**src/rtl/ingress_bank_sched.sv**
```systemverilog
// Ping-pong bank scheduler for the 2x512-word ingress packet RAM.
// Optional reader watchdog: define INGRESS_BANK_WDOG_EN.
module ingress_bank_sched #(
    parameter int CMD_WORDS   = 32,
    parameter int DATA_WORDS  = 256,
    parameter int WDOG_CYCLES = 4096
) (
    input  logic       CLK,
    input  logic       nRST,
    input  logic       wr_done,
    input  logic       MODE_SET,
    input  logic       rd_done,
    input  logic       clr_err,
    output logic       wr_bank,
    output logic       wr_allow,
    output logic       rd_start,
    output logic       rd_bank,
    output logic       rd_mode,
    output logic [8:0] rd_len,
    output logic [1:0] fill_cnt,
    output logic       overrun,
    output logic       wdog_err
);

    typedef enum logic [1:0] {IDLE = 2'd0, START = 2'd1, BUSY = 2'd2} state_t;

    state_t     state;
    logic [1:0] valid, valid_nxt;
    logic [1:0] mode;
    logic       wr_acc, wr_drop, wd_fire, rd_rel;

    assign wr_acc   = wr_done & ~valid[wr_bank];
    assign wr_drop  = wr_done &  valid[wr_bank];
    assign rd_rel   = (state == BUSY) && (rd_done || wd_fire);
    assign wr_allow = ~valid[wr_bank];
    assign fill_cnt = {1'b0, valid[0]} + {1'b0, valid[1]};

`ifdef INGRESS_BANK_WDOG_EN
    logic [15:0] wdog_cnt;

    // A real rd_done in the expiry cycle wins, so no error is flagged then.
    assign wd_fire = (state == BUSY) && !rd_done && (wdog_cnt == 16'(WDOG_CYCLES - 1));

    always_ff @(posedge CLK or negedge nRST) begin
        if (!nRST) begin
            wdog_cnt <= '0;
            wdog_err <= 1'b0;
        end else begin
            if (state == START)
                wdog_cnt <= '0;
            else if (state == BUSY)
                wdog_cnt <= wdog_cnt + 16'd1;
            wdog_err <= wd_fire | (wdog_err & ~clr_err);
        end
    end
`else
    // Watchdog absent; the parameter stays referenced so both builds share one interface.
    assign wd_fire  = 1'b0 & (WDOG_CYCLES > 0);
    assign wdog_err = 1'b0;
`endif

    // A bank being read is always valid, so a write can never land on it.
    always_comb begin
        valid_nxt = valid;
        if (rd_rel) valid_nxt[rd_bank] = 1'b0;
        if (wr_acc) valid_nxt[wr_bank] = 1'b1;
    end

    always_ff @(posedge CLK or negedge nRST) begin
        if (!nRST) begin
            valid   <= 2'b00;
            mode    <= 2'b00;
            wr_bank <= 1'b0;
            overrun <= 1'b0;
        end else begin
            valid   <= valid_nxt;
            overrun <= wr_drop | (overrun & ~clr_err);
            if (wr_acc) begin
                mode[wr_bank] <= MODE_SET;
                wr_bank       <= ~wr_bank;
            end
        end
    end

    // Mode and length are captured on entry to START so they accompany the pulse.
    always_ff @(posedge CLK or negedge nRST) begin
        if (!nRST) begin
            state    <= IDLE;
            rd_start <= 1'b0;
            rd_bank  <= 1'b0;
            rd_mode  <= 1'b0;
            rd_len   <= '0;
        end else begin
            rd_start <= 1'b0;
            case (state)
                IDLE: begin
                    if (valid[rd_bank]) begin
                        state    <= START;
                        rd_start <= 1'b1;
                        rd_mode  <= mode[rd_bank];
                        rd_len   <= mode[rd_bank] ? 9'(CMD_WORDS) : 9'(DATA_WORDS);
                    end
                end
                START: state <= BUSY;
                BUSY: begin
                    if (rd_rel) begin
                        rd_bank <= ~rd_bank;
                        state   <= IDLE;
                    end
                end
                default: state <= IDLE;
            endcase
        end
    end

endmodule
```
**config.mk**
```make
export PLATFORM = sky130hd
export DESIGN_NAME = ingress_bank_sched
export DESIGN_NICKNAME = d
export VERILOG_FILES = /design/src/rtl/ingress_bank_sched.sv
export SDC_FILE = /design/constraint.sdc
export NUM_CORES = 1
export LEC_CHECK = 0
export CAP_MARGIN = 20
export CORE_MARGIN = 4
export CORE_UTILIZATION = 44
export CTS_CLUSTER_DIAMETER = 50
export DETAILED_ROUTE_END_ITERATION = 12
export GPL_TIMING_DRIVEN = 0
export HOLD_SLACK_MARGIN = 0.08
export PLACE_DENSITY = 0.85
export SLEW_MARGIN = 30
export SYNTH_ARGS = -nofsm -noshare
export SYNTH_HDL_FRONTEND = slang
export SYNTH_SLANG_ARGS = --single-unit
```
**constraint.sdc**
```tcl
create_clock -name CLK -period 2.6 [get_ports CLK]
set_clock_uncertainty 0.05 [all_clocks]
set_input_delay 0.26 -clock CLK [delete_from_list [all_inputs] [get_ports CLK]]
set_output_delay 0.26 -clock CLK [all_outputs]
set_load 0.02 [all_outputs]
```
; After elaboration in Yosys (flattened, before gate mapping)
; Index checks and enable logic that the tools add are counted.
; Widths: inputs -> output; s select.
[totals]
register_bits = 20
[classes]
n_bitwise = 11
n_eq_ne = 4
n_lt_le_gt_ge = 4
n_reduce_logical = 7
muxes = 19
add_sub_neg = 1
[op_table]
columns = op, n
row1 = $mux 1, 10
row2 = $mux 9, 1
row3 = $mux 2, 4
row4 = $pmux 2 s3, 1
row5 = $reduce_and 2->1, 3
row6 = $lt 1x2->1 const B, 2
row7 = $ne 2x2->1 const B, 2
row8 = $not 1->1, 4
row9 = $and 1x1->1, 3
row10 = $logic_and 1x1->1, 3
row11 = $add 1x1->2, 1
row12 = $and 2x2->2, 1
row13 = $bwmux 2, 1
row14 = $demux 1 s1, 2
row15 = $eq 2x1->1 const B, 1
row16 = $eq 2x2->1 const B, 1
row17 = $ge 1x1->1 const B, 2
row18 = $logic_not 2->1, 1
row19 = $not 2->2, 1
row20 = $or 2x2->2, 1
row21 = $or 1x1->1, 1

; Logic depth before layout (Yosys ltp)
[logic_depth]
depth_word = 9
mapped_depth = 4
mapped_depth_nobuf = 3

; Worst setup path before layout
; No wires, ideal clock.
[synth_timing]
kind = flip-flop to flip-flop
startpoint = reg rd_bank
endpoint = reg rd_len[8]
path_slack_ns = 1.187
t_arrival_ns = 1.238
stages_incl_launch_ff = 5
path_buffers = 1
setup_time_ns = 0.125
path_cell_list = dfrtp_1 > buf_6 > mux2i_2 > nor3_4 > mux2_4
[synth_between]
elab_chain_cells = 3
[synth_rtl]
columns = item, line
row1 = from (decl), 17  ; output logic rd_bank,
row2 = from (signal assigned), 107  ; rd_bank <= ~rd_bank;
row3 = "$mux 1, on equally long branches (2 in a row)", "101, 97"
row4 = $mux 9 / $reduce_and 2->1 (equally long branches), n/a
row5 = to (signal assigned), 101  ; rd_len <= mode[rd_bank] ? 9'(CMD_WORDS) : 9'(DATA_WORDS);
row6 = to (decl), 19  ; output logic [8:0] rd_len,
; Parallel ways exist; a longest one is shown, timed or not. The select of a mux whose other input is x is not followed.
; A chain may end at the register's enable or synchronous reset.

; Worst setup path after layout
[layout_timing]
startpoint = reg wr_bank
endpoint = out wr_allow
[layout_between]
elab_chain_cells = 3
[layout_rtl]
columns = item, line
row1 = from (decl), 14  ; output logic wr_bank,
row2 = from (signal assigned), 80  ; wr_bank <= ~wr_bank;
row3 = $mux 1 (not written as such) (2 in a row), 35  ; assign wr_allow = ~valid[wr_bank];
row4 = $not 1->1, 35
row5 = to (decl), 15  ; output logic wr_allow,
; No other way between the ends. The select of a mux whose other input is x is not followed.

==> impl_metrics.csv <==
group,metric,value,unit
timing,timing.final.crit_share,73.9,%
global_routing,antenna_found_initial,0,
worst_setup_path,arrival,1.61,ns
power,pwr-share-clk,10.2,%
placement,port_buffers,15,
cts,clockRootBuffer,"clkbuf_4",
timing,tightest_slew,0.508,ns
worst_setup_path,r2r_cells,4,
timing,rsz0062_at_grt,"false",
timing,hold_viol_final,0,
placement,gp_congestion,0.674,
die,coreArea,1190,µm²
placement,place_ws,0.934,ns
worst_setup_path,reg2reg_slack,1.22,ns
die,die_w,44.8,µm
synthesis,ys_ff_latch,12,
cts,cts.sinks,12,
power,p_per_area,1310,nW/µm²
worst_setup_path,start_kind,"flop",
die,die-area,2010,µm²
cts,cts_hold_buf,0,
global_routing,grt_pass1_vias,376,
worst_setup_path,crit_slowest_cell,"clkdlybuf4s50_1",
layout,multiInputGateArea,228,µm²
worst_setup_path,cp_data_required_time,2.29,ns
power,irDropWorstVdd,664,µV
worst_setup_path,cpPeakStageDelay,0.65,ns
cts,cts_made_buffers,3,
global_routing,grt_usage,12.0,%
power,p_seq_share,34.0,%
layout,diodes,0,
global_routing,grt-ovfl-total,0,
power,p_comb_share,55.8,%
layout,regArea,300,µm²
outcome,outcome,"complete, no violations",
synthesis,netlist_instances,50,
worst_setup_path,critical_path.max_fanout,5,
worst_setup_path,cp_num_buf_inv,1,
timing,setup_viol,0,
die,num_rows,12,
timing,tns,0,ns
power,internal_power,0.000648,W
cts,post_cts_resized,0,
drt,drt_iter0_markers,7,
worst_setup_path,path_delay_family,"buffers and inverters",
power,p_leak,0.390,nW
die,die_height,44.8,µm
global_routing,grt_pass1_wl,1.70,mm
cts,post_cts_buffers,0,
power,p_sw_share,39.1,%
layout,nets,84,
cts,cts_max_path_buffers,2,
synthesis,syn_area,596,µm²
die,pin_count,24,
synthesis,yosys.cell_types.count,18,
timing,slew_headroom,66.0,%
timing,finalMaxSlewViolations,0,
drt,drc,0,
worst_setup_path,path_class,"flop to output port",
timing,holdWs,0.285,ns
power,p_switching,0.000416,W
worst_setup_path,path_cells,"mux2i_1, clkdlybuf4s50_1",
timing,fin_ws,0.679,ns
synthesis,syn_avg_cell_area,11.9,µm²
cts,clkTransAtPathRegs,0.07,ns
synthesis,ys_seq_area_share,50.4,%
drt,drt-total-wl,1.05,mm
cts,clkLatencyLatePin,0.26,ns
worst_setup_path,r2r-end,"rd_len[8]",
layout,drive_above_1_share,24.0,%
layout,area_delta_synth_final,36.3,%
placement,place_hpwl,850,µm
cts,cts_tree,"yes",
worst_setup_path,critPathCaptureType,"output port",
timing,fin_crit,1.92,ns
min_path,min_path_type,"input port to async pin",
global_routing,grt_max_degree,13,
drt,wl_per_cell,11.8,µm
synthesis,ys_warn_count,0,
worst_setup_path,regToRegStartpoint,"rd_bank",
layout,n_fill_cell,98,
cts,htreeDepth,1,
drt,vias_per_cell,4.63,
die,initial_utilization,50.2,%
drt,vias,412,
drt,postRouteAntennaNets,0,
timing,fmax,521,MHz
drt,dr.pass1.iters,2,
flow_run,max-cap-violations,0,
through the flow:
step | power, W | cell area (µm²) | cells | util [%]
3_3_place_gp | 0.000941 | 790 | 86 | 66.6
4_1_cts | 0.00108 | 812 | 89 | 68.5
5_1_grt | 0.00114 | 812 | 89 | 68.5
6_report | 0.00106 | 812 | 89 | 68.5
2_1_floorplan | 0.000738 | 622 | 57 | -
3_5_place_dp | 0.000967 | 790 | 86 | 66.6
layout make-up:
class,instances,share of cell area [%]
multi-input combinational,31,28.0
tap,14,2.16
buffer,10,9.71
clock buffer,3,2.77
timing repair buffer,15,18.5
inverter,4,1.85
sequential,12,37.0
flip-flops by register name, indices dropped and copies added, names as in the netlist:
signal and count:
rd_start 1, wr_bank 1, rd_bank 1, rd_len 2, state 2, mode 2
valid 2, overrun 1
kinds of logic (layout without fill, tap and decap cells):
logic type,count (synthesis),after routing,share of synthesized area [%]
AOI/OAI and AO/OA,4,4,3.57
muxes,8,8,15.3
adders and majority gates,1,1,2.10
other,1,8,0.630
xor gates and xnor gates,1,1,1.47
buffers and inverters,14,32,15.8
DFF,12,12,50.4
and+or+nand+nor,9,9,10.7
how the worst max path moves through the flow:
stage             from        end  slack, ns  cells after the start
3_3_place_gp   wr_done    mode[0]       0.98                      4
5_1_grt        wr_bank   wr_allow       0.60                      2
2_1_floorplan  rd_bank  rd_len[8]       1.19                      4
3_5_place_dp   wr_bank   wr_allow       0.93                      2
6_report       wr_bank   wr_allow       0.68                      2
4_1_cts        wr_bank   wr_allow       0.64                      2
per-layer routing:
layer / track usage [%] / vias to the layer above / wire (µm)
li1: - / 200 / -
met3: 3.98 / 4 / 106
met4: 7.02 / 0 / 24
met2: 20.3 / 19 / 529
met1: 13.0 / 189 / 393
met5: 0 / - / 0
cell usage in the layout (no fill, tap or decap):
| master | instances |
|---|---|
| nand3b_1 | 2 |
| dfrtp_1 | 12 |
| clkbuf_4 | 3 |
| nor3_4 | 1 |
| buf_4 | 9 |
| clkdlybuf4s50_1 | 15 |
| nor3_1 | 2 |
| xnor2_1 | 1 |
| mux2i_1 | 4 |
| inv_1 | 4 |
| o21ai_0 | 3 |
| mux2_2 | 2 |
| ha_1 | 1 |
| nand2_1 | 1 |
| mux2i_2 | 1 |
| buf_6 | 1 |
| nand2b_1 | 3 |
| conb_1 | 8 |
| o22ai_1 | 1 |
| mux2_4 | 1 |
worst register-to-register path: cells and delay by family, from the launching register on:
family / cells / cell delay, ns
buffers and inverters: 1 / 0.14
flip-flops: 1 / 0.39
multiplexers: 2 / 0.49
AND/OR/NAND/NOR: 1 / 0.21
Yosys cell counts (all sizes together):
master   n  area [µm²]
conb     1        3.75
mux2i    5        53.8
buf     10        78.8
mux2     3        37.5
xnor2    1        8.76
nand3b   2        15.0
inv      4        15.0
o22ai    1        6.26
nand2b   3        18.8
o21ai    3        15.0
dfrtp   12         300
ha       1        12.5
nor3     3        26.3
nand2    1        3.75
power groups by stage:
stage	combinational, W	clock (W)	sequential [W]
floorplan	0.000327	0	0.000411
global placement	0.000580	0	0.000361
detailed placement	0.000600	0	0.000367
CTS	0.000603	0.000112	0.000363
global route	0.000632	0.000122	0.000382
finish	0.000594	0.000109	0.000362
Power figures use the tool's default switching activity.
